===== src/rtl/pc_unit_if.sv =====
// Handshake bundle between the control path and the program-counter unit.
// The master drives the update requests; the slave (pc_unit) returns the registered PC state.
interface pc_unit_if #(
  parameter int unsigned WIDTH     = 32,
  parameter int unsigned CNT_WIDTH = 32
);
  logic                 pc_write;
  logic                 pc_write_cond;
  logic                 branch_ne;
  logic                 alu_zero;
  logic [WIDTH-1:0]     pc_in;
  logic                 stall;
  logic                 exc_req;
  logic                 epc_restore;
  logic [WIDTH-1:0]     pc_out;
  logic [WIDTH-1:0]     pc_prev;
  logic [WIDTH-1:0]     epc;
  logic                 misalign;
  logic [CNT_WIDTH-1:0] update_count;

  modport master (
    output pc_write, pc_write_cond, branch_ne, alu_zero, pc_in,
           stall, exc_req, epc_restore,
    input  pc_out, pc_prev, epc, misalign, update_count
  );

  modport slave (
    input  pc_write, pc_write_cond, branch_ne, alu_zero, pc_in,
           stall, exc_req, epc_restore,
    output pc_out, pc_prev, epc, misalign, update_count
  );
endinterface


===== src/rtl/pc_unit.sv =====
// Program counter for the multicycle datapath: unconditional/branch writes, alignment
// trap, exception redirect with EPC save/restore, previous-PC and update counter.
module pc_unit #(
  parameter int unsigned      WIDTH        = 32,
  parameter logic [WIDTH-1:0] RESET_VECTOR = '0,
  parameter logic [31:0]      EXC_VECTOR   = 32'h8000_0180,
  parameter int unsigned      ALIGN_BITS   = 2,
  parameter int unsigned      CNT_WIDTH    = 32
) (
  input logic        clk,
  input logic        reset_n,
  pc_unit_if.slave   bus
);

  localparam logic [WIDTH-1:0] EXC_TARGET = WIDTH'(EXC_VECTOR);

  logic [WIDTH-1:0]     r_pc;
  logic [WIDTH-1:0]     r_pc_prev;
  logic [WIDTH-1:0]     r_epc;
  logic                 r_misalign;
  logic [CNT_WIDTH-1:0] r_update_count;

  logic w_take;
  logic w_bad_addr;

  assign w_take = bus.pc_write | (bus.pc_write_cond & (bus.alu_zero ^ bus.branch_ne));

  if (ALIGN_BITS > 0) begin : g_align
    assign w_bad_addr = |bus.pc_in[ALIGN_BITS-1:0];
  end else begin : g_no_align
    assign w_bad_addr = 1'b0;
  end

  always_ff @(posedge clk or negedge reset_n) begin
    if (!reset_n) begin
      r_pc           <= RESET_VECTOR;
      r_pc_prev      <= RESET_VECTOR;
      r_epc          <= '0;
      r_misalign     <= 1'b0;
      r_update_count <= '0;
    end else begin
      r_misalign <= 1'b0;
      // Exception outranks stall; stall in turn freezes restore and branch writes.
      if (bus.exc_req) begin
        r_epc          <= r_pc;
        r_pc           <= EXC_TARGET;
        r_pc_prev      <= r_pc;
        r_update_count <= r_update_count + CNT_WIDTH'(1);
      end else if (!bus.stall) begin
        if (bus.epc_restore) begin
          r_pc           <= r_epc;
          r_pc_prev      <= r_pc;
          r_update_count <= r_update_count + CNT_WIDTH'(1);
        end else if (w_take) begin
          if (w_bad_addr) begin
            r_misalign <= 1'b1;
          end else begin
            r_pc           <= bus.pc_in;
            r_pc_prev      <= r_pc;
            r_update_count <= r_update_count + CNT_WIDTH'(1);
          end
        end
      end
    end
  end

  assign bus.pc_out       = r_pc;
  assign bus.pc_prev      = r_pc_prev;
  assign bus.epc          = r_epc;
  assign bus.misalign     = r_misalign;
  assign bus.update_count = r_update_count;

endmodule

===== src/flat_wrapper.sv =====
// flat-port wrapper written by rule: the top's interface ports become plain ports
module pc_unit_flat 
#(
  parameter int unsigned      WIDTH        = 32,
  parameter logic [WIDTH-1:0] RESET_VECTOR = '0,
  parameter logic [31:0]      EXC_VECTOR   = 32'h8000_0180,
  parameter int unsigned      ALIGN_BITS   = 2,
  parameter int unsigned      CNT_WIDTH    = 32
)
  (clk, reset_n, bus_pc_write, bus_pc_write_cond, bus_branch_ne, bus_alu_zero, bus_pc_in, bus_stall, bus_exc_req, bus_epc_restore, bus_pc_out, bus_pc_prev, bus_epc, bus_misalign, bus_update_count);
  pc_unit_if #(.WIDTH(WIDTH), .CNT_WIDTH(CNT_WIDTH)) bus_i ();
  input logic clk;
  input logic reset_n;
  input wire logic [$bits(bus_i.pc_write)-1:0] bus_pc_write;
  input wire logic [$bits(bus_i.pc_write_cond)-1:0] bus_pc_write_cond;
  input wire logic [$bits(bus_i.branch_ne)-1:0] bus_branch_ne;
  input wire logic [$bits(bus_i.alu_zero)-1:0] bus_alu_zero;
  input wire logic [$bits(bus_i.pc_in)-1:0] bus_pc_in;
  input wire logic [$bits(bus_i.stall)-1:0] bus_stall;
  input wire logic [$bits(bus_i.exc_req)-1:0] bus_exc_req;
  input wire logic [$bits(bus_i.epc_restore)-1:0] bus_epc_restore;
  output wire logic [$bits(bus_i.pc_out)-1:0] bus_pc_out;
  output wire logic [$bits(bus_i.pc_prev)-1:0] bus_pc_prev;
  output wire logic [$bits(bus_i.epc)-1:0] bus_epc;
  output wire logic [$bits(bus_i.misalign)-1:0] bus_misalign;
  output wire logic [$bits(bus_i.update_count)-1:0] bus_update_count;
  assign bus_i.pc_write = bus_pc_write;
  assign bus_i.pc_write_cond = bus_pc_write_cond;
  assign bus_i.branch_ne = bus_branch_ne;
  assign bus_i.alu_zero = bus_alu_zero;
  assign bus_i.pc_in = bus_pc_in;
  assign bus_i.stall = bus_stall;
  assign bus_i.exc_req = bus_exc_req;
  assign bus_i.epc_restore = bus_epc_restore;
  assign bus_pc_out = bus_i.pc_out;
  assign bus_pc_prev = bus_i.pc_prev;
  assign bus_epc = bus_i.epc;
  assign bus_misalign = bus_i.misalign;
  assign bus_update_count = bus_i.update_count;
  pc_unit #(.WIDTH(WIDTH), .RESET_VECTOR(RESET_VECTOR), .EXC_VECTOR(EXC_VECTOR), .ALIGN_BITS(ALIGN_BITS), .CNT_WIDTH(CNT_WIDTH)) u_core (.clk(clk), .reset_n(reset_n), .bus(bus_i));
endmodule

===== config.mk =====
export PLATFORM = sky130hd
export DESIGN_NAME = pc_unit_flat
export DESIGN_NICKNAME = d
export VERILOG_FILES = /design/src/rtl/pc_unit_if.sv /design/src/rtl/pc_unit.sv /design/src/flat_wrapper.sv
export SDC_FILE = /design/constraint.sdc
export NUM_CORES = 1
export LEC_CHECK = 0
export CAP_MARGIN = 20
export CELL_PAD_IN_SITES_DETAIL_PLACEMENT = 0
export CELL_PAD_IN_SITES_GLOBAL_PLACEMENT = 1
export CORE_ASPECT_RATIO = 1.25
export CORE_MARGIN = 5
export CORE_UTILIZATION = 25
export CTS_CLUSTER_DIAMETER = 150
export DETAILED_ROUTE_END_ITERATION = 10
export PLACE_DENSITY_LB_ADDON = 0.1
export SLEW_MARGIN = 20
export SYNTH_ARGS = -nofsm -noshare
export SYNTH_HDL_FRONTEND = slang
export SYNTH_SLANG_ARGS = --single-unit
export TNS_END_PERCENT = 10

===== constraint.sdc =====
create_clock -name clk -period 4.1 [get_ports clk]
set_clock_uncertainty 0.1 [all_clocks]
set_input_delay 1.23 -clock clk [delete_from_list [all_inputs] [get_ports clk]]
set_output_delay 1.23 -clock clk [all_outputs]
set_load 0.02 [all_outputs]

Word-level counts from Yosys, hierarchy flattened
Cells that the tools add are included.

Word-level logic and storage cells: 34. Output and inout port bits: 129. Flip-flop bits (word level): 129.

Reduce and logical (&&, ||, !) cells: 3. Add/sub/neg operators: 1. Equal/unequal tests: 2. Muxes and demuxes: 20. Bitwise gates (word level): 3.

Operator list (count): $mux 32 (15); $add 32x1->32 const B (1); $mux 1 (5); $ne 3x3->1 const B (1); $reduce_and 3->1 (1); $reduce_bool 3->1 (1); $ne 2x1->1 const B (1); $reduce_or 2->1 (1); $and 1x1->1 (1); $or 1x1->1 (1); $xor 1x1->1 (1).

Logic depth before layout (Yosys ltp)
Word-level depth: 7. Mapped depth: 8. Mapped depth without buffers: 5.

Worst setup path after synthesis
OpenSTA, ideal clock, no wires.

Path type: in2reg. Start: input bus_epc_restore. End: register u_core.r_update_count[1], in the netlist u_core.bus.update_count[1]. Setup time: 0.128 ns. Buffers on the path: 4. Stages: 8. Setup slack: 1.048 ns. Arrival time: 2.824 ns. Cell sequence: buf_2 > or2_1 > buf_2 > o21ai_1 > or2_2 > buf_6 > buf_6 > mux2_1.

Cells in the longest elaborated chain, start to end: 3.

RTL lines: start, declared (RTL line flat_wrapper.sv:21) `input wire logic [$bits(bus_i.epc_restore)-1:0] bus_epc_restore;`; $mux 32 (RTL line pc_unit.sv:50) `if (bus.epc_restore) begin`; $mux 32 (RTL line pc_unit.sv:49) `end else if (!bus.stall) begin`; $mux 32 (RTL line pc_unit.sv:44) `if (bus.exc_req) begin`; end signal, assigned (RTL line pc_unit.sv:48) `r_update_count <= r_update_count + CNT_WIDTH'(1);`; end signal, assigned (RTL line pc_unit.sv:53) `r_update_count <= r_update_count + CNT_WIDTH'(1);`; end signal, assigned (RTL line pc_unit.sv:60) `r_update_count <= r_update_count + CNT_WIDTH'(1);`; end, declared (RTL line pc_unit.sv:21) `logic [CNT_WIDTH-1:0] r_update_count;`.

Several ways; a longest one is shown, not always the timed one. The select of a mux whose other input is x is not followed. A chain may end at the register's enable or synchronous reset.

Worst setup path in the final report
Start: input bus_branch_ne. End: register u_core.r_pc_prev[3], in the netlist u_core.bus.pc_prev[3].

Cells in the longest elaborated chain, start to end: 5.

RTL lines: start, declared (RTL line flat_wrapper.sv:16) `input wire logic [$bits(bus_i.branch_ne)-1:0] bus_branch_ne;`; $xor 1x1->1 (RTL line pc_unit.sv:26) `assign w_take = bus.pc_write | (bus.pc_write_cond & (bus.alu_zero ^ bus.branch_ne));`; $and 1x1->1 (RTL line pc_unit.sv:26); $or 1x1->1 (RTL line pc_unit.sv:26); $reduce_bool 3->1 (no source line); $reduce_and 3->1 (no source line); end signal, assigned (RTL line pc_unit.sv:47) `r_pc_prev <= r_pc;`; end signal, assigned (RTL line pc_unit.sv:52) `r_pc_prev <= r_pc;`; end signal, assigned (RTL line pc_unit.sv:59) `r_pc_prev <= r_pc;`; end, declared (RTL line pc_unit.sv:18) `logic [WIDTH-1:0] r_pc_prev;`.

No other way between the ends.

==> summary.md <==
| Metric | Value |
|---|---|
| Outcome | finished, final reports clean |
| DRT antenna net count | 0 |
| Critical setup path kind | input pin to flip-flop |
| CTS Hold Buffers Added | 0 |
| Worst IR drop on VDD | approximately 0.00027 V |
| Drt drc | 0 |
| Reg clk slew, reported paths | roughly 0.060 ns |
| Ranking of synthesized cells by area | dfrtp_1, mux2_2, mux2i_1, xor2_1, o31ai_1 |
| Sum of negative setup slack | 0 ns |
| Setup bufs post-CTS | 0 |
| Cells after Synth | about 440 |
| Pleak | 3.584 nW |
| Fin cells | 900 |
| Die H | 177.7 um |
| Wirelength per Cell | 19.16 um |
| Placed cell count | 869 |
| Via-to-Cell Ratio | around 4.7 |
| Clk sinks | 129 |
| Die boundary width | 144.2 um |
| Async SR Flop Fraction | 100.0% |
| Critical path peak fanout | 66 |
| Max cap viols | 0 |
| CTS Buffer Depth | 2 |
| Largest net degree at the start of global routing | between 80 and 90 |
| Mapped cell area | 5625 um^2 |
| Worst Path Required | 4.30 ns |
| First-pass GRT wire length | 27.70 mm |
| Die ar. | 25,620 um^2 |
| WL final | 17.24 mm |
| Post-cts sizing count | 0 |
| GPL Wtd Cong | roughly 0.74 |
| Most frequent cells in the layout | clkdlybuf4s50_1, dfrtp_1, mux2_2, o21ai_0, xor2_1 |
| EDFF count, synth | 0 |
| Filler instances | roughly 2,200 |
| Hold Path Class | flip-flop to flip-flop |
| FMAX | between 300 and 400 MHz |
| Share of layout cells above drive strength 1 | 17.02% |
| Most used DFF post-synth | dfrtp_1 |
| Final Hold Viols | 0 |
| CP max-delay cell | buf_4 |
| Syn_area_per_cell | 12.76 um^2 |
| Final period util | a little under 80% |
| Clock Latency Late Sink | around 0.42 ns |
| Post-layout nets | roughly 650 |
| Worst path max stage delay | 0.62 ns |
| # setup viols final | 0 |
| Seq cells post-synth | 129 |
| Ys Warns | 0 |
| DRT Pass-1 Iters | 4 |
| DR iter-0 viols | 156 |
| CP Launch Type | input pin |
| H-tree depth | 4 |
| Starting Density | 25.33% |
| Netlist cell types | 35 |
| Diodes inserted | 0 |
| Most common cell after layout, fill and taps aside | clkdlybuf4s50_1 |
| Unrepaired setup endpoints after global routing | no |
| Max-Slew Margin vs Limit | a little over two fifths |
| Crit end category | flip-flop |
| PwrDens | between 500 and 600 nW/um^2 |
| Net Count, Synth | 483 |
| Minimum clock period | 3.182 ns |
| Area grow syn2layout | 45.73% |
| Dpl hpwl | ~11 mm |
| # port buffers | 169 |
| Register area share after synthesis | 57.38% |
| Core area | 22,210 um^2 |
| Via Count | between 4,000 and 5,000 |
| Least-Margin Pin Slew | 0.8555 ns |
| Total grt overflow | 0 |
| Vias in the first global route | 4,773 |
| Top cell type's share of synthesized area | 57.38% |
| TritonCTS clock tree | done |
| # IOs | between 150 and 200 |
| FP Rows | 61 |
| Pins Over Slew Limit | 0 |
| Crit path DAT | 3.38 ns |
| Yosys top cell by area | dfrtp_1 |
| Gr usage total | between 10 and 15% |
| Root buffer cell | clkbuf_16 |
| Initial antenna violation count | 0 |
| Crit-path cells | clkdlybuf4s50_1 > xor2_1 > a211oi_4 > or2_2 > buf_4 > mux2_2 |
| Inserted Clock Buffers | 17 |
state kept, by name, summed over array words and instances (netlist names):
signal	flops
u_core.bus.pc_out	32
u_core.bus.update_count	32
u_core.bus.misalign	1
u_core.bus.pc_prev	32
u_core.bus.epc	32
area by class of cell:
| cell class | instances | area (um^2) | area share, % |
|---|---|---|---|
| Sequential cell | 129 | 3228 | 39.38 |
| Multi-Input combinational cell | 278 | 2250 | 27.44 |
| Timing Repair Buffer | 179 | 1758 | 21.44 |
| Clock buffer | 17 | 425.4 | 5.189 |
| Tap cell | 283 | 354.1 | 4.319 |
| Clock inverter | 14 | 182.7 | 2.228 |
through the flow:
stage / area [um^2] / hold slack [ns] / setup WS, ns / util [%] / total power, mW
4_1_cts: 8198 / 0.3761 / 0.9096 / 36.91 / 4.260
5_1_grt: 8198 / 0.4005 / 0.7950 / 36.91 / 4.391
2_1_floorplan: 5625 / 0.4777 / 1.048 / - / 2.094
6_report: 8198 / 0.3741 / 0.9176 / 36.91 / 4.180
3_3_place_gp: 7590 / 0.3575 / 0.4683 / 34.17 / 2.654
3_5_place_dp: 7590 / 0.3683 / 0.4754 / 34.17 / 2.668
metal layers:
| metal | vias to the layer above | GRT usage, % | part of all wire [%] |
|---|---|---|---|
| li1 | 1956 | - | - |
| met1 | 2161 | 17.04 | 42 |
| met2 | 112 | 23.51 | 50 |
| met3 | 16 | 4.420 | 6.5 |
| met4 | 0 | 4.743 | 1.5 |
| met5 | - | 0 | 0 |
critical path: cells and delay by family:
kind | cells | cell delay [ns]
buf+inv | 2 | 1.03
compound gates | 1 | 0.28
simple gates | 1 | 0.15
xor+xnor | 1 | 0.21
mux | 1 | 0.41
Yosys cell counts, drive strengths merged, types with 3 or more instances:
master / n
buf: 10
and3: 7
nand2: 11
mux2i: 29
xor2: 31
nor3: 9
o31ai: 29
o21ai: 36
nor4: 17
clkbuf: 24
nor2: 3
nand3: 6
nand4: 10
dfrtp: 129
and4: 6
a211oi: 4
mux2: 65
nor2b: 3
power breakdown:
| part | switching [mW] | internal [mW] |
|---|---|---|
| Combinational | 0.504 | 0.490 |
| Clock | 0.596 | 0.961 |
| Sequential | 0.178 | 1.45 |
worst paths after layout:
kind / slack, ns / endpoint / cells after the start / from
min in group asynchronous: 0.78 / u_core.bus.update_count[21] / 1 / reset_n
min: 0.37 / u_core.bus.update_count[31] / 1 / u_core.bus.update_count[31]
min reg2reg: 0.37 / u_core.bus.update_count[31] / 1 / u_core.bus.update_count[31]
max reg2reg: 2.11 / u_core.bus.update_count[21] / 4 / u_core.bus.update_count[4]
max: 0.92 / u_core.bus.pc_prev[3] / 6 / bus_branch_ne
max in group asynchronous: 2.34 / u_core.bus.pc_out[26] / 2 / reset_n
logic make-up (layout without fill, tap and decap cells):
| group | Yosys count | in the layout | synth area share [%] |
|---|---|---|---|
| flops | 129 | 129 | 57.38 |
| mux | 94 | 94 | 18.17 |
| simple gates | 79 | 79 | 8.208 |
| compound gates | 72 | 72 | 8.207 |
| buf+inv | 34 | 210 | 2.825 |
| xor+xnor | 32 | 32 | 4.982 |
| fa+ha+maj | 1 | 1 | 0.2224 |
No activity file was read; power rests on OpenSTA's default activity.
